**config.mk**
```make
export PLATFORM = sky130hd
export DESIGN_NAME = sram_host_arbiter_flat
export DESIGN_NICKNAME = d
export VERILOG_FILES = /design/src/rtl/sram_host_arbiter_pkg.sv /design/src/rtl/sram_host_arbiter_if.sv /design/src/rtl/sram_host_arbiter_pick.sv /design/src/rtl/sram_host_arbiter.sv /design/src/flat_wrapper.sv
export SDC_FILE = /design/constraint.sdc
export NUM_CORES = 1
export LEC_CHECK = 0
export BUFFER_PORTS_ARGS = -buffer_cell sky130_fd_sc_hd__buf_2
export CAP_MARGIN = 20
export CORE_AREA = 2 2 107 109
export DETAILED_ROUTE_END_ITERATION = 7
export DIE_AREA = 0 0 109 111
export HOLD_SLACK_MARGIN = 0.15
export SYNTH_ARGS = -nofsm -noshare
export SYNTH_HDL_FRONTEND = slang
export SYNTH_HIERARCHICAL = 1
export SYNTH_SLANG_ARGS = --single-unit
```
**constraint.sdc**
```tcl
create_clock -name clk_i -period 3 [get_ports clk_i]
set_clock_uncertainty 0.2 [all_clocks]
set_input_delay 0.15 -clock clk_i [delete_from_list [all_inputs] [get_ports clk_i]]
set_output_delay 0.15 -clock clk_i [all_outputs]
set_load 0.01 [all_outputs]
```
**src/rtl/sram_host_arbiter_pkg.sv**
```systemverilog
// Shared types and constants for the SRAM host arbiter.
package sram_arb_pkg;

    typedef enum logic [1:0] {
        OWNER_NONE,
        OWNER_INSTR,
        OWNER_DATA
    } owner_e;

    localparam logic [3:0] BE_FULL = 4'hF;

    function automatic logic in_window(input logic [31:0] addr,
                                       input logic [31:0] mask,
                                       input logic [31:0] base);
        return (addr & mask) == base;
    endfunction

endpackage

```
**src/rtl/sram_host_arbiter_if.sv**
```systemverilog
// Host and SRAM port bundle for sram_host_arbiter; signal names match the original flat ports.
interface sram_host_arbiter_if;

    logic        instr_req_i;
    logic        instr_gnt_o;
    logic        instr_rvalid_o;
    logic        instr_err_o;
    logic [31:0] instr_addr_i;
    logic [31:0] instr_rdata_o;

    logic        data_req_i;
    logic        data_gnt_o;
    logic        data_rvalid_o;
    logic        data_err_o;
    logic        data_we_i;
    logic [3:0]  data_be_i;
    logic [31:0] data_addr_i;
    logic [31:0] data_wdata_i;
    logic [31:0] data_rdata_o;

    logic        mem_req_o;
    logic        mem_we_o;
    logic [3:0]  mem_be_o;
    logic [31:0] mem_addr_o;
    logic [31:0] mem_wdata_o;
    logic        mem_rvalid_i;
    logic [31:0] mem_rdata_i;

    modport slave (
        input  instr_req_i, instr_addr_i,
        output instr_gnt_o, instr_rvalid_o, instr_err_o, instr_rdata_o,
        input  data_req_i, data_we_i, data_be_i, data_addr_i, data_wdata_i,
        output data_gnt_o, data_rvalid_o, data_err_o, data_rdata_o,
        output mem_req_o, mem_we_o, mem_be_o, mem_addr_o, mem_wdata_o,
        input  mem_rvalid_i, mem_rdata_i
    );

    modport master (
        output instr_req_i, instr_addr_i,
        input  instr_gnt_o, instr_rvalid_o, instr_err_o, instr_rdata_o,
        output data_req_i, data_we_i, data_be_i, data_addr_i, data_wdata_i,
        input  data_gnt_o, data_rvalid_o, data_err_o, data_rdata_o,
        input  mem_req_o, mem_we_o, mem_be_o, mem_addr_o, mem_wdata_o,
        output mem_rvalid_i, mem_rdata_i
    );

endinterface

```
**src/rtl/sram_host_arbiter_pick.sv**
```systemverilog
// Combinational two-host winner select; prefer_data breaks ties toward the data host.
module sram_arb_pick (
    input  logic instr_req,
    input  logic data_req,
    input  logic prefer_data,
    output logic pick_instr,
    output logic pick_data
);

    always_comb begin
        pick_instr = instr_req && !(data_req && prefer_data);
        pick_data  = data_req && !pick_instr;
    end

endmodule

```
**src/rtl/sram_host_arbiter.sv**
```systemverilog
// Two-host to single-port SRAM arbiter with out-of-window error responses.
// Define ARB_ROUND_ROBIN_EN for round-robin arbitration; default is fixed instr priority with starvation guard.
module sram_host_arbiter
    import sram_arb_pkg::*;
#(
    parameter logic [31:0] MemStart    = 32'h0000_0000,
    parameter int unsigned MemSize     = 65536,
    parameter int unsigned StarveLimit = 4
) (
    input logic               clk_i,
    input logic               rst_i,
    sram_host_arbiter_if.slave bus
);

    localparam logic [31:0] WinMask = ~(32'(MemSize) - 32'd1);

    logic   instr_req, data_req;
    logic   pick_instr, pick_data, prefer_data;
    logic   sel_in_win;
    owner_e owner_q, owner_d;
    logic   err_q, err_d;

    // Requests are masked during reset so no grant or SRAM access leaks out.
    assign instr_req = bus.instr_req_i & ~rst_i;
    assign data_req  = bus.data_req_i & ~rst_i;

`ifdef ARB_ROUND_ROBIN_EN
    owner_e rr_ptr_q;

    always_ff @(posedge clk_i or posedge rst_i) begin
        if (rst_i)           rr_ptr_q <= OWNER_INSTR;
        else if (pick_instr) rr_ptr_q <= OWNER_DATA;
        else if (pick_data)  rr_ptr_q <= OWNER_INSTR;
    end

    assign prefer_data = (rr_ptr_q == OWNER_DATA);
`else
    localparam int unsigned CntW = ($clog2(StarveLimit + 1) > 0) ? $clog2(StarveLimit + 1) : 1;
    localparam logic [CntW-1:0] CntMax = CntW'(StarveLimit);

    logic [CntW-1:0] starve_cnt_q;

    always_ff @(posedge clk_i or posedge rst_i) begin
        if (rst_i)                         starve_cnt_q <= '0;
        else if (!data_req || pick_data)   starve_cnt_q <= '0;
        else if (starve_cnt_q != CntMax)   starve_cnt_q <= starve_cnt_q + 1'b1;
    end

    assign prefer_data = (starve_cnt_q >= CntMax);
`endif

    sram_arb_pick u_pick (
        .instr_req  (instr_req),
        .data_req   (data_req),
        .prefer_data(prefer_data),
        .pick_instr (pick_instr),
        .pick_data  (pick_data)
    );

    always_comb begin
        bus.instr_gnt_o = 1'b0;
        bus.data_gnt_o  = 1'b0;
        bus.mem_req_o   = 1'b0;
        bus.mem_we_o    = 1'b0;
        bus.mem_be_o    = '0;
        bus.mem_addr_o  = '0;
        bus.mem_wdata_o = '0;
        sel_in_win      = 1'b0;
        owner_d         = OWNER_NONE;
        err_d           = 1'b0;
        if (pick_instr) begin
            bus.instr_gnt_o = 1'b1;
            sel_in_win      = in_window(bus.instr_addr_i, WinMask, MemStart);
            owner_d         = OWNER_INSTR;
            if (sel_in_win) begin
                bus.mem_req_o  = 1'b1;
                bus.mem_be_o   = BE_FULL;
                bus.mem_addr_o = bus.instr_addr_i;
            end
        end else if (pick_data) begin
            bus.data_gnt_o = 1'b1;
            sel_in_win     = in_window(bus.data_addr_i, WinMask, MemStart);
            owner_d        = OWNER_DATA;
            if (sel_in_win) begin
                bus.mem_req_o   = 1'b1;
                bus.mem_we_o    = bus.data_we_i;
                bus.mem_be_o    = bus.data_be_i;
                bus.mem_addr_o  = bus.data_addr_i;
                bus.mem_wdata_o = bus.data_wdata_i;
            end
        end
        err_d = (owner_d != OWNER_NONE) && !sel_in_win;
    end

    always_ff @(posedge clk_i or posedge rst_i) begin
        if (rst_i) begin
            owner_q <= OWNER_NONE;
            err_q   <= 1'b0;
        end else begin
            owner_q <= owner_d;
            err_q   <= err_d;
        end
    end

    // Error responses do not wait on the SRAM; in-window ones follow mem_rvalid_i.
    always_comb begin
        bus.instr_rvalid_o = 1'b0;
        bus.instr_err_o    = 1'b0;
        bus.instr_rdata_o  = '0;
        bus.data_rvalid_o  = 1'b0;
        bus.data_err_o     = 1'b0;
        bus.data_rdata_o   = '0;
        if (err_q || bus.mem_rvalid_i) begin
            if (owner_q == OWNER_INSTR) begin
                bus.instr_rvalid_o = 1'b1;
                bus.instr_err_o    = err_q;
                bus.instr_rdata_o  = err_q ? '0 : bus.mem_rdata_i;
            end else if (owner_q == OWNER_DATA) begin
                bus.data_rvalid_o = 1'b1;
                bus.data_err_o    = err_q;
                bus.data_rdata_o  = err_q ? '0 : bus.mem_rdata_i;
            end
        end
    end

endmodule

```
**src/flat_wrapper.sv**
```systemverilog
// flat-port wrapper written by rule: the top's interface ports become plain ports
module sram_host_arbiter_flat import sram_arb_pkg::*;
#(
    parameter logic [31:0] MemStart    = 32'h0000_0000,
    parameter int unsigned MemSize     = 65536,
    parameter int unsigned StarveLimit = 4
)
  (clk_i, rst_i, bus_instr_req_i, bus_instr_addr_i, bus_instr_gnt_o, bus_instr_rvalid_o, bus_instr_err_o, bus_instr_rdata_o, bus_data_req_i, bus_data_we_i, bus_data_be_i, bus_data_addr_i, bus_data_wdata_i, bus_data_gnt_o, bus_data_rvalid_o, bus_data_err_o, bus_data_rdata_o, bus_mem_req_o, bus_mem_we_o, bus_mem_be_o, bus_mem_addr_o, bus_mem_wdata_o, bus_mem_rvalid_i, bus_mem_rdata_i);
  sram_host_arbiter_if bus_i ();
  input logic clk_i;
  input logic rst_i;
  input wire logic [$bits(bus_i.instr_req_i)-1:0] bus_instr_req_i;
  input wire logic [$bits(bus_i.instr_addr_i)-1:0] bus_instr_addr_i;
  output wire logic [$bits(bus_i.instr_gnt_o)-1:0] bus_instr_gnt_o;
  output wire logic [$bits(bus_i.instr_rvalid_o)-1:0] bus_instr_rvalid_o;
  output wire logic [$bits(bus_i.instr_err_o)-1:0] bus_instr_err_o;
  output wire logic [$bits(bus_i.instr_rdata_o)-1:0] bus_instr_rdata_o;
  input wire logic [$bits(bus_i.data_req_i)-1:0] bus_data_req_i;
  input wire logic [$bits(bus_i.data_we_i)-1:0] bus_data_we_i;
  input wire logic [$bits(bus_i.data_be_i)-1:0] bus_data_be_i;
  input wire logic [$bits(bus_i.data_addr_i)-1:0] bus_data_addr_i;
  input wire logic [$bits(bus_i.data_wdata_i)-1:0] bus_data_wdata_i;
  output wire logic [$bits(bus_i.data_gnt_o)-1:0] bus_data_gnt_o;
  output wire logic [$bits(bus_i.data_rvalid_o)-1:0] bus_data_rvalid_o;
  output wire logic [$bits(bus_i.data_err_o)-1:0] bus_data_err_o;
  output wire logic [$bits(bus_i.data_rdata_o)-1:0] bus_data_rdata_o;
  output wire logic [$bits(bus_i.mem_req_o)-1:0] bus_mem_req_o;
  output wire logic [$bits(bus_i.mem_we_o)-1:0] bus_mem_we_o;
  output wire logic [$bits(bus_i.mem_be_o)-1:0] bus_mem_be_o;
  output wire logic [$bits(bus_i.mem_addr_o)-1:0] bus_mem_addr_o;
  output wire logic [$bits(bus_i.mem_wdata_o)-1:0] bus_mem_wdata_o;
  input wire logic [$bits(bus_i.mem_rvalid_i)-1:0] bus_mem_rvalid_i;
  input wire logic [$bits(bus_i.mem_rdata_i)-1:0] bus_mem_rdata_i;
  assign bus_i.instr_req_i = bus_instr_req_i;
  assign bus_i.instr_addr_i = bus_instr_addr_i;
  assign bus_instr_gnt_o = bus_i.instr_gnt_o;
  assign bus_instr_rvalid_o = bus_i.instr_rvalid_o;
  assign bus_instr_err_o = bus_i.instr_err_o;
  assign bus_instr_rdata_o = bus_i.instr_rdata_o;
  assign bus_i.data_req_i = bus_data_req_i;
  assign bus_i.data_we_i = bus_data_we_i;
  assign bus_i.data_be_i = bus_data_be_i;
  assign bus_i.data_addr_i = bus_data_addr_i;
  assign bus_i.data_wdata_i = bus_data_wdata_i;
  assign bus_data_gnt_o = bus_i.data_gnt_o;
  assign bus_data_rvalid_o = bus_i.data_rvalid_o;
  assign bus_data_err_o = bus_i.data_err_o;
  assign bus_data_rdata_o = bus_i.data_rdata_o;
  assign bus_mem_req_o = bus_i.mem_req_o;
  assign bus_mem_we_o = bus_i.mem_we_o;
  assign bus_mem_be_o = bus_i.mem_be_o;
  assign bus_mem_addr_o = bus_i.mem_addr_o;
  assign bus_mem_wdata_o = bus_i.mem_wdata_o;
  assign bus_i.mem_rvalid_i = bus_mem_rvalid_i;
  assign bus_i.mem_rdata_i = bus_mem_rdata_i;
  sram_host_arbiter #(.MemStart(MemStart), .MemSize(MemSize), .StarveLimit(StarveLimit)) u_core (.clk_i(clk_i), .rst_i(rst_i), .bus(bus_i));
endmodule
```
* Word level (Yosys, flattened, before mapping) *
Index checks and enable logic that the tools add are counted.

operators by class
  $add $sub $neg = 1
  muxes and demuxes = 43
  shift operators = 0
  reduce and logical (&&, ||, !) cells = 14
  divide/modulo/power cells = 0
  $mul = 0
  $lt $le $gt $ge = 1
  eq/ne operators = 3
  bitwise operators = 3

operators with widths
  kind                                                      number
  2-to-1 mux 32 bit                                         13
  logical NOT 32 bit                                        2
  2-to-1 mux 1 bit                                          22
  2-to-1 mux 4 bit                                          4
  2-to-1 mux 3 bit                                          2
  logical AND 1 bit                                         4
  logical NOT 1 bit                                         4
  2-to-1 mux 2 bit                                          2
  nonzero test 2 bit                                        2
  adder 3 x 1 -> 3 bit, second input constant               1
  greater-or-equal comparator 3 bit, second input constant  1
  != test 3 bit, second input constant                      1
  AND 1 bit                                                 2
  == test 2 x 1 -> 1 bit, second input constant             1
  == test 2 bit, second input constant                      1
  logical OR 1 bit                                          2
  NOT 1 bit                                                 1

word-level totals
  RAM bits = 0
  bits in latches = 0
  memory bits (read-only) = 0
  input bits = 138
  memories = 0
  register bits after elaboration = 6
  output and inout port bits = 140

* Longest topological paths before layout *
Gate-level depths: netlist of run 1.

  depth in word-level cells = 11
  mapped depth = 8

* By module *
Netlist of run 1, hierarchy kept.

by module, submodules not included
  module             cells an instance  times used  area an instance (um^2)  sequential area each (um^2)
  sram_host_arbiter  233                1           1,554.0                  150.1
  sram_arb_pick      3                  1           18.8                     0.0

* Worst setup path after synthesis of run 1 *
No wires, ideal clock.

  path type = reg-to-output
  from = reg u_core.starve_cnt_q[2]
  to = out bus_mem_addr_o[11]
  buffers on the path = 2
  path slack = 833 ps
  required time = 2,650 ps
  stages on the path, launching flop included = 8
  data arrival time = 1,817 ps
  cell sequence = dfrtp_1 -> clkbuf_1 -> a21boi_1 -> nor4b_4 -> nand4_2 -> nor4_4 -> buf_6 -> a22o_1

on the way
  longest elaborated chain between the ends = 8

RTL lines
  what                                   RTL line                      text
  from (decl)                            sram_host_arbiter.sv:41       logic [CntW-1:0] starve_cnt_q;
  from (signal assigned)                 sram_host_arbiter.sv:46       else if (starve_cnt_q != CntMax) starve_cnt_q <= starve_cnt_q + 1'b1;
  greater-or-equal comparator 3 bit (*)  sram_host_arbiter.sv:49       assign prefer_data = (starve_cnt_q >= CntMax);
  net u_core.prefer_data                 sram_host_arbiter.sv:18       logic pick_instr, pick_data, prefer_data;
  logical AND 1 bit (*)                  sram_host_arbiter_pick.sv:11  pick_instr = instr_req && !(data_req && prefer_data);
  logical NOT 1 bit (*)                  sram_host_arbiter_pick.sv:11
  logical AND 1 bit (*)                  sram_host_arbiter_pick.sv:11
  logical NOT 1 bit                      sram_host_arbiter_pick.sv:12  pick_data = data_req && !pick_instr;
  logical AND 1 bit                      sram_host_arbiter_pick.sv:12
  2-to-1 mux 32 bit                      sram_host_arbiter.sv:80       end else if (pick_data) begin
  2-to-1 mux 32 bit (*)                  sram_host_arbiter.sv:71       if (pick_instr) begin
  to (decl)                              flat_wrapper.sv:30            output wire logic [$bits(bus_i.mem_addr_o)-1:0] bus_mem_addr_o;

Mark *: on every way through the listed nets, which the timed path passes. The rest lies on a longest branch.

* Final worst setup path of run 1 *
  from = in rst_i
  to = out bus_mem_addr_o[12]

on the way
  elaborated cells on any way between the ends = 10
  those cells by class = 2 x mux; 3 x bitwise; 5 x reduce/logical

RTL lines
  what                   RTL line                      text
  from (decl)            flat_wrapper.sv:11            input logic rst_i;
  NOT 1 bit (*)          sram_host_arbiter.sv:24       assign instr_req = bus.instr_req_i & ~rst_i;
  AND 1 bit (*)          sram_host_arbiter.sv:24
  net u_core.instr_req   sram_host_arbiter.sv:17       logic instr_req, data_req;
  logical AND 1 bit (*)  sram_host_arbiter_pick.sv:11
  logical NOT 1 bit      sram_host_arbiter_pick.sv:12
  logical AND 1 bit      sram_host_arbiter_pick.sv:12
  2-to-1 mux 32 bit      sram_host_arbiter.sv:80
  2-to-1 mux 32 bit (*)  sram_host_arbiter.sv:71

Marks and branches as above.

==> results of run 1 <==
## registers in the layout (all words and copies together), names as in the netlist
register and count:
u_core/err_q 1, u_core/owner_q 2, u_core/starve_cnt_q 3
## power by group through the flow
stage / combinational, uW / clock, uW / sequential, uW
floorplan: 112 / 0 / 88.9
global placement: 228 / 0 / 89.0
detailed placement: 227 / 0 / 89.1
CTS: 229 / 216 / 88.1
global route: 258 / 221 / 88.6
finish: 234 / 213 / 88.1
## cells in the final DEF (no fill, tap or decap), types with 2 or more instances in the layout
cell type and instances:
a21boi_2 2, a21o_2 4, a22o_1 16, and2_1 33, and3b_1 2, buf_16 2
buf_2 261, clkbuf_16 3, conb_1 16, dfrtp_1 6, ha_1 2, inv_1 6
nand2_1 4, nand2b_1 33, nand3_1 2, nor2_1 70, nor2b_1 3, nor3_1 2
nor4_1 3, nor4_2 3, or3b_1 2
## cell usage after synthesis
cell       n
a21boi_1   2
a21o_2     4
a21oi_1    1
a22o_1    16
and2_1    33
and3b_1    2
buf_2      4
buf_4     16
buf_6     10
clkbuf_1   5
conb_1     1
dfrtp_1    6
ha_1       2
inv_1      6
nand2_1    4
nand2b_1  33
nand3_1    2
nand4_2    1
nor2_1    70
nor2_4     1
nor2b_1    3
nor3_1     2
nor4_1     3
nor4_2     3
nor4_4     1
nor4b_4    1
or2_2      1
or3b_1     2
xnor2_1    1
## worst min-delay path by stage
stage | end | slack [ns] | cells after the start
final | u_core/starve_cnt_q[1]$_DFFE_PP0P_ | 0.17 | 4
after floorplan | u_core/err_q$_DFF_PP0_ | -0.26 | 1
after global placement | u_core/owner_q[0]$_DFF_PP0_ | -0.11 | 2
after global routing | u_core/starve_cnt_q[1]$_DFFE_PP0P_ | 0.22 | 4
after detailed placement | u_core/owner_q[0]$_DFF_PP0_ | -0.11 | 2
after CTS | u_core/starve_cnt_q[1]$_DFFE_PP0P_ | 0.16 | 4
## final cells by class
type                       instances  area (um^2)
clock buffer                       3         75.1
timing repair buffer             267         1410
multi-input combinational        204         1190
inverter                           6         22.5
sequential                         6          150
tap                              143          179
fill                            1243         8050
## critical path, cell delays in order
cell           delay [ns]
dlygate4sd3_1        0.54
buf_2                0.13
nor2b_1              0.18
a21boi_2             0.30
nor4b_4              0.25
nand4_2              0.16
nor4_4               0.18
buf_6                0.24
a22o_1               0.18
buf_2                0.15
## timing repair
| item | 4_1_cts | 5_1_grt |
|---|---|---|
| setup buffers | 0 | 0 |
| gates resized for setup | 0 | 6 |
| endpoints found under the setup margin | 0 | 54 |
| hold buffers | 1 | 0 |
| hold endpoints to repair | 10 | 0 |
## kinds of logic after synthesis
kind of cell	synth area share (%)
AOI/OAI and AO/OA	12.4
buffers and inverters	18.7
DFF	9.55
adders and majority gates	1.59
other	0.238
xor gates and xnor gates	0.557
and+or+nand+nor	57.0
## metrics by stage
step | power, uW | setup TNS (ns)
3_3_place_gp | 317 | 0
2_1_floorplan | 201 | 0
6_report | 536 | 0
3_5_place_dp | 316 | 0
4_1_cts | 532 | 0
5_1_grt | 568 | -0.00929
## per-layer routing
| layer | global-route usage [%] | up-vias | share of wire (%) |
|---|---|---|---|
| met4 | 2.74 | 0 | 1.4 |
| met1 | 15.0 | 1031 | 42 |
| met2 | 20.6 | 166 | 45 |
| met3 | 2.82 | 8 | 12 |
| li1 | - | 1225 | - |
| met5 | 0 | - | 0 |
==> metrics.cfg, run 1 <==
[timing]
fin_crit_sh_pct = 93.8
setup_violations = 0
fmax_ghz = 0.355
layout_setup_ws_ns = 0.186
post-route-min-period_ns = 2.81
final_max_slew_viol_count = 0
hold_violations = 0
fin_hold_ws_ns = 0.170

[setup_path]
rrSetupSlack_ns = 1.09
worstSetupEndpointType = output pin
crit_path_end = bus_mem_addr_o[12]
critPathLaunchType = primary input
path_class = in -> out
r2r-start = u_core/starve_cnt_q[2]$_DFFE_PP0P_
crit_path_start = rst_i
worst_r2r_endpoint = u_core/err_q$_DFF_PP0_
critPathArrivalTime_ns = 2.46
cp_max_fo = 22
worstRegToRegCells = 6
worstPathRequired_ns = 2.65

[hold_path]
min_from = bus_data_req_i
hold_path_class = in -> reg

[logic_synthesis]
synth_area_um2 = 1570
synth_area_leader_cell = nor2_1
synth_top_area_share_pct = 16.7
avgSynthCellArea_um2 = 6.66
ys_seq_elements = 6
netlist_instances = 236
ys_seq_area_share_pct = 9.55
synth_warnings = 6
synth_area_leaders = nor2_1, and2_1, nand2b_1, dfrtp_1, a22o_1
synthDistinctLibCells = 29

[final_layout]
finalNetCount = 628
final_area_um2 = 3020
final_cells = 629
insertedDiodeCount = 0
syn_to_final_growth_pct = 92.3
drive_gt1_share_pct = 58.2
utilization_pct = 27.3

[detailed_routing]
drc = 0
wl_per_cell_um = 13.2
ant_nets = 0
avgViaCountPerCell = 3.86
routed_wl_um = 8320
drtIter0Drc = 94
firstDrtPassIters = 4
routed-via-count = 2430

[pwr]
clockPowerShare_pct = 39.8
internal-power_uw = 373
p_leak_uw = 0.00193
peakVddDrop_mv = 0.132
power_density_nw_per_um2 = 177
seqPwrFrac_pct = 16.4
combPwrFrac_pct = 43.7
p_sw_uw = 163
sw_frac_of_total_pct = 30.4

[floorplan]
die_w_um = 109
start_util_pct = 14.2
core_um2 = 11100
fp-row-count = 39
pin_count = 278
die-area_um2 = 12100
die_h_um = 111

[global_route]
grt_start_max_net_pins = 56
overflow = 0
grt_pass1_wl_um = 11000
antenna_found_initial = 3
grt_use_total_pct = 12.0
grt_pass1_vias = 2020

[place]
dp_hpwl_um = 7270
port_buffers = 261
dp.cells = 623
pre_cts_slack_ns = 0.591
gp_congestion = 0.821
place_area_um2 = 2870

[clocking]
clkLatencyLatePin_ns = 0.23
cts_buffers = 3
cts_tree = yes
htreeDepth = 1
clkTransAtPathRegs_ns = 0.03
root_buffer = clkbuf_16
clk_path_buf_depth = 2
cts_sinks = 6

[status]
outcome = completed

[run]
cap_violations = 0

Note: power is estimated with default switching activity, not from simulation.
==> inputs of run 2 (changes only) <==
GPL_TIMING_DRIVEN = 1   (was default)
RECOVER_POWER = 25   (was default)
==> run 2 against run 1 <==
Compared with the run above: total power is 1.5% lower; register-to-register slack hardly changed; setup slack better by 0.0012 ns; utilization is 0.58 points lower; non-clock buffer count stayed put; cell count stayed put; clock power hardly changed; sequential power hardly changed; count of clock-buffer cells in the layout stayed put; critical path depth stayed put; global-route usage stayed put; sequential share of layout area is 0.11 points higher; highest routed layer unchanged.
==> metrics.cfg, run 2 (synthesis results as in run 1) <==
[final_layout]
nFillCells = 1258  ; was 1243
largest_register_ffs = 3  ; unchanged
multi_input_area_um2 = 1190  ; unchanged
syn_to_final_growth_pct = 88.2  ; was 92.3%
final_common_cell = buf_2  ; unchanged
finalNetCount = 628  ; unchanged
regArea_um2 = 150  ; unchanged
regMostFlops = u_core/starve_cnt_q  ; unchanged
final_cells = 629  ; unchanged
final_cell_mix = buf_2, nor2_1, nand2b_1, and2_1, clkbuf_1  ; was buf_2, nor2_1, nand2b_1, and2_1
insertedDiodeCount = 0  ; unchanged
top_regs = u_core/starve_cnt_q: 3 flops, u_core/owner_q: 2 flops, u_core/err_q: 1 flops  ; unchanged
drive_gt1_share_pct = 54.1  ; was 58.2%

[detailed_routing]
wl_per_cell_um = 13.3  ; was 13.2 um
drc = 0  ; unchanged
drtIter0Drc = 95  ; was 94
routed-via-count = 2429  ; was 2430
avgViaCountPerCell = 3.86  ; about the same
firstDrtPassIters = 2  ; was 4
ant_nets = 0  ; unchanged
routed_wl_um = 8360  ; was 8320 um

[hold_path]
hold_path_class = in -> reg  ; unchanged

[global_route]
antenna_found_initial = 3  ; unchanged
grt_pass1_vias = 2020  ; unchanged
grt_use_total_pct = 12.0  ; unchanged
overflow = 0  ; unchanged
grt_start_max_net_pins = 56  ; unchanged
grt_pass1_wl_um = 11000  ; unchanged

[clocking]
clk_path_buf_depth = 2  ; unchanged
htreeDepth = 1  ; unchanged
cts_sinks = 6  ; unchanged
clkLatencyLatePin_ns = 0.23  ; about the same
clkTransAtPathRegs_ns = 0.03  ; about the same
cts_tree = yes  ; unchanged
cts_buffers = 3  ; unchanged
root_buffer = clkbuf_16  ; unchanged

[pwr]
power_density_nw_per_um2 = 178  ; was 177 nW/um^2
p_leak_uw = 0.00183  ; was 0.00193 uW
peakVddDrop_mv = 0.131  ; was 0.132 mV

[run]
cap_violations = 0  ; unchanged

[floorplan]
start_util_pct = 14.2  ; unchanged
die_h_um = 111  ; unchanged
die_w_um = 109  ; unchanged
die-area_um2 = 12100  ; unchanged
fp-row-count = 39  ; unchanged
pin_count = 278  ; unchanged
core_um2 = 11100  ; unchanged

[place]
dp_hpwl_um = 7270  ; unchanged
dp.cells = 623  ; unchanged
port_buffers = 261  ; unchanged
gp_congestion = 0.821  ; unchanged

[setup_path]
cp_max_fo = 22  ; unchanged
worstSetupEndpointType = output pin  ; unchanged
critPathArrivalTime_ns = 2.46  ; about the same
worstPathRequired_ns = 2.65  ; about the same
path_class = in -> out  ; unchanged
critPathLaunchType = primary input  ; unchanged

[timing]
setup_violations = 0  ; unchanged
final_max_slew_viol_count = 0  ; unchanged
post-route-min-period_ns = 2.81  ; about the same
fin_crit_sh_pct = 93.8  ; about the same
hold_violations = 0  ; unchanged
fmax_ghz = 0.356  ; was 0.355 GHz
tns_ns = 0  ; unchanged
worst_pin_slew_ns = 1.43
slew_headroom_pct = 4.96

[status]
outcome = completed  ; unchanged

run 2: worst paths after layout:
check / start / cells after the start / slack, ns / endpoint
min in group asynchronous: rst_i / 3 / 0.21 / u_core/owner_q[0]$_DFF_PP0_
max in group asynchronous: rst_i / 3 / 2.20 / u_core/starve_cnt_q[2]$_DFFE_PP0P_
worst min-delay path: bus_data_req_i / 4 / 0.17 / u_core/starve_cnt_q[1]$_DFFE_PP0P_
worst max-delay path: rst_i / 10 / 0.19 / bus_mem_addr_o[12]
worst min register to register: u_core/starve_cnt_q[1]$_DFFE_PP0P_ / 2 / 0.37 / u_core/starve_cnt_q[1]$_DFFE_PP0P_
worst max register to register: u_core/starve_cnt_q[2]$_DFFE_PP0P_ / 6 / 1.09 / u_core/err_q$_DFF_PP0_
run 2: layout make-up:
class | instances | share of cell area [%]
clock buffers | 3 | 2.54
multi-input cells | 204 | 40.3
repair buffers | 267 | 45.3
well taps | 143 | 6.04
inverters | 6 | 0.761
flip-flops and latches | 6 | 5.07
run 2: layer usage:
layer  track usage, %  routed length, um  vias to the layer above
met5                0                  0                        -
met3             2.82                968                        8
met2             20.6               3710                      166
li1                 -                  -                     1227
met1             15.0               3560                     1028
met4             2.74                116                        0
run 2: worst max-delay path: stages:
cell           delay (ns)
dlygate4sd3_1        0.54
buf_2                0.13
nor2b_1              0.18
a21boi_2             0.30
nor4b_4              0.25
nand4_2              0.16
nor4_4               0.18
buf_6                0.24
a22o_1               0.18
buf_2                0.15
run 2: per-stage QoR:
stage                     utilization [%]  hold WS, ns  setup WS, ns  area, um^2  power (uW)
after floorplan                         -       -0.259         0.833        1630         201
after global placement               25.9       -0.108         0.593        2870         317
after detailed placement             25.9       -0.108         0.591        2870         316
after CTS                            26.6        0.161        0.0388        2950         532
after global routing                 26.7        0.221      -0.00929        2960         560
final                                26.7        0.170         0.187        2960         528
run 2: power breakdown:
group / total, uW / switching, uW / leakage (uW) / internal, uW
Sequential: 88.0 / 2.88 / 0.0000795 / 85.1
Clock: 213 / 42.6 / 0.0000370 / 171
Combinational: 226 / 116 / 0.00171 / 110
Total: 528 / 162 / 0.00183 / 366
run 2: timing repair:
action                     4_1_cts  5_1_grt
gates resized for setup          0        6
hold endpoints to repair        10        0
buffers inserted                 0        0
setup endpoints to repair        0       54
hold buffers                     1        0
==> inputs of run 3 (changes only) <==
--- a/config.mk
+++ b/config.mk
@@ -15,2 +15,3 @@
 export RECOVER_POWER = 25
+export SLEW_MARGIN = 30
 export SYNTH_ARGS = -nofsm -noshare
--- a/constraint.sdc
+++ b/constraint.sdc
@@ -4,2 +4,2 @@
 set_output_delay 0.15 -clock clk_i [all_outputs]
-set_load 0.01 [all_outputs]
+set_load 0.02 [all_outputs]
==> run 3 against run 2 <==
Compared with the run above: design area down 0.21%; maximum frequency down 0.31%; utilization down 0.056 points; count of clock-buffer cells in the layout unchanged; largest cell class unchanged.
==> metrics.cfg, run 3 (synthesis results as in run 1) <==
[floorplan]
die_w_um = 109  ; unchanged
die-area_um2 = 12100  ; unchanged
pin_count = 278  ; unchanged
start_util_pct = 14.2  ; unchanged
core_um2 = 11100  ; unchanged
fp-row-count = 39  ; unchanged
die_h_um = 111  ; unchanged

[final_layout]
final_cell_mix = buf_2, nor2_1, nand2b_1, and2_1, clkbuf_1  ; unchanged
largest_register_ffs = 3  ; unchanged
syn_to_final_growth_pct = 87.8  ; was 88.2%
regMostFlops = u_core/starve_cnt_q  ; unchanged
nFillCells = 1296  ; was 1258
finalNetCount = 627  ; was 628
insertedDiodeCount = 0  ; unchanged
final_cells = 628  ; was 629
top_regs = u_core/starve_cnt_q: 3 flops, u_core/owner_q: 2 flops, u_core/err_q: 1 flops  ; unchanged
final_common_cell = buf_2  ; unchanged
drive_gt1_share_pct = 54.0  ; was 54.1%

[pwr]
power_density_nw_per_um2 = 187  ; was 178 nW/um^2
peakVddDrop_mv = 0.144  ; was 0.131 mV
power_uw = 552  ; was 528 uW
p_leak_uw = 0.00181  ; was 0.00183 uW

[detailed_routing]
firstDrtPassIters = 5  ; was 2
ant_nets = 0  ; unchanged
routed-via-count = 2475  ; was 2429
routed_wl_um = 8470  ; was 8360 um
drc = 0  ; unchanged
drtIter0Drc = 97  ; was 95
avgViaCountPerCell = 3.94  ; was 3.86
wl_per_cell_um = 13.5  ; was 13.3 um

[timing]
tns_ns = 0  ; unchanged
setup_violations = 0  ; unchanged
slew_headroom_pct = 26.4  ; was 4.96%
worst_pin_slew_ns = 1.10  ; was 1.43 ns
rsz0062_at_grt = no
hold_violations = 0  ; unchanged
final_max_slew_viol_count = 0  ; unchanged
layout_setup_ws_ns = 0.179  ; was 0.187 ns
fmax_ghz = 0.354  ; was 0.356 GHz
post-route-min-period_ns = 2.82  ; was 2.81 ns
fin_crit_sh_pct = 94.0  ; was 93.8%
fin_hold_ws_ns = 0.166  ; was 0.170 ns

[setup_path]
critPathArrivalTime_ns = 2.47  ; was 2.46 ns
cp_max_fo = 22  ; unchanged
r2r-start = u_core/starve_cnt_q[2]$_DFFE_PP0P_  ; unchanged
crit_path_start = rst_i  ; unchanged
worstSetupEndpointType = output pin  ; unchanged
worstPathRequired_ns = 2.65  ; about the same
critPathLaunchType = primary input  ; unchanged
path_class = in -> out  ; unchanged

[run]
cap_violations = 0  ; unchanged

[global_route]
grt_start_max_net_pins = 56  ; unchanged
grt_pass1_vias = 2054  ; was 2020
grt_use_total_pct = 12.3  ; was 12.0%
grt_pass1_wl_um = 11300  ; was 11000 um
antenna_found_initial = 5  ; was 3
overflow = 0  ; unchanged

[clocking]
cts_tree = yes  ; unchanged
clkTransAtPathRegs_ns = 0.03  ; about the same
cts_sinks = 6  ; unchanged
postCtsSetupRepairBufs = 0  ; unchanged
clkLatencyLatePin_ns = 0.22  ; was 0.23 ns
root_buffer = clkbuf_16  ; unchanged
htreeDepth = 1  ; unchanged
clk_path_buf_depth = 2  ; unchanged
cts_buffers = 3  ; unchanged

[place]
gp_congestion = 0.806  ; was 0.821
dp_hpwl_um = 7330  ; was 7270 um
pre_cts_slack_ns = 0.589  ; was 0.591 ns
dp.cells = 624  ; was 623
port_buffers = 261  ; unchanged

[hold_path]
hold_path_class = in -> reg  ; unchanged
min_from = bus_instr_req_i  ; was bus_data_req_i

[status]
outcome = completed  ; unchanged

run 3: worst paths after layout:
| path | to | slack [ns] | depth (start not counted) |
|---|---|---|---|
| max | bus_mem_addr_o[12] | 0.18 | 10 |
| min | u_core/owner_q[0]$_DFF_PP0_ | 0.17 | 3 |
| max reg2reg | u_core/err_q$_DFF_PP0_ | 1.14 | 7 |
| min reg2reg | u_core/starve_cnt_q[1]$_DFFE_PP0P_ | 0.38 | 2 |
| max in group asynchronous | u_core/starve_cnt_q[1]$_DFFE_PP0P_ | 2.19 | 3 |
| min in group asynchronous | u_core/owner_q[0]$_DFF_PP0_ | 0.21 | 3 |
run 3: what timing repair did:
item                                    4_1_cts  5_1_grt
gates resized for setup                       0        8
endpoints found under the setup margin        0       54
hold buffers                                  1        0
hold endpoints to repair                     10        0
run 3: final cells by class:
type | count | area [um^2] | area share [%]
Inverter | 6 | 22.5 | 0.762
Tap cell | 143 | 179 | 6.06
Timing Repair Buffer | 266 | 1330 | 44.9
Sequential cell | 6 | 150 | 5.08
Clock buffer | 3 | 75.1 | 2.54
Multi-Input combinational cell | 204 | 1200 | 40.7
run 3: routing by layer:
| layer | up-vias | track usage (%) | share of wire (%) |
|---|---|---|---|
| met5 | - | 0 | 0 |
| met4 | 0 | 2.82 | 1.7 |
| met3 | 8 | 3.23 | 13 |
| met2 | 191 | 21.2 | 45 |
| met1 | 1056 | 15.1 | 40 |
| li1 | 1220 | - | - |
run 3: report_power, final:
part / switching, uW / total (uW) / internal, uW / leakage (uW)
Clock: 39.6 / 210 / 171 / 0.0000370
Sequential: 3.03 / 88.2 / 85.1 / 0.0000795
Combinational: 144 / 254 / 110 / 0.00169
run 3: worst max-delay path, cell delays in order:
cell and delay [ns]:
dlygate4sd3_1 0.53, buf_2 0.14, nor2b_1 0.19, a21boi_4 0.27
nor4b_4 0.23, nand4_2 0.16, nor4_4 0.17, buf_6 0.23
a22o_1 0.20, buf_2 0.19
run 3: stage by stage:
step                util [%]  area, um^2
global route            26.7        2950
finish                  26.7        2950
global placement        25.9        2870
CTS                     26.7        2960
detailed placement      25.9        2870
floorplan                  -        1630
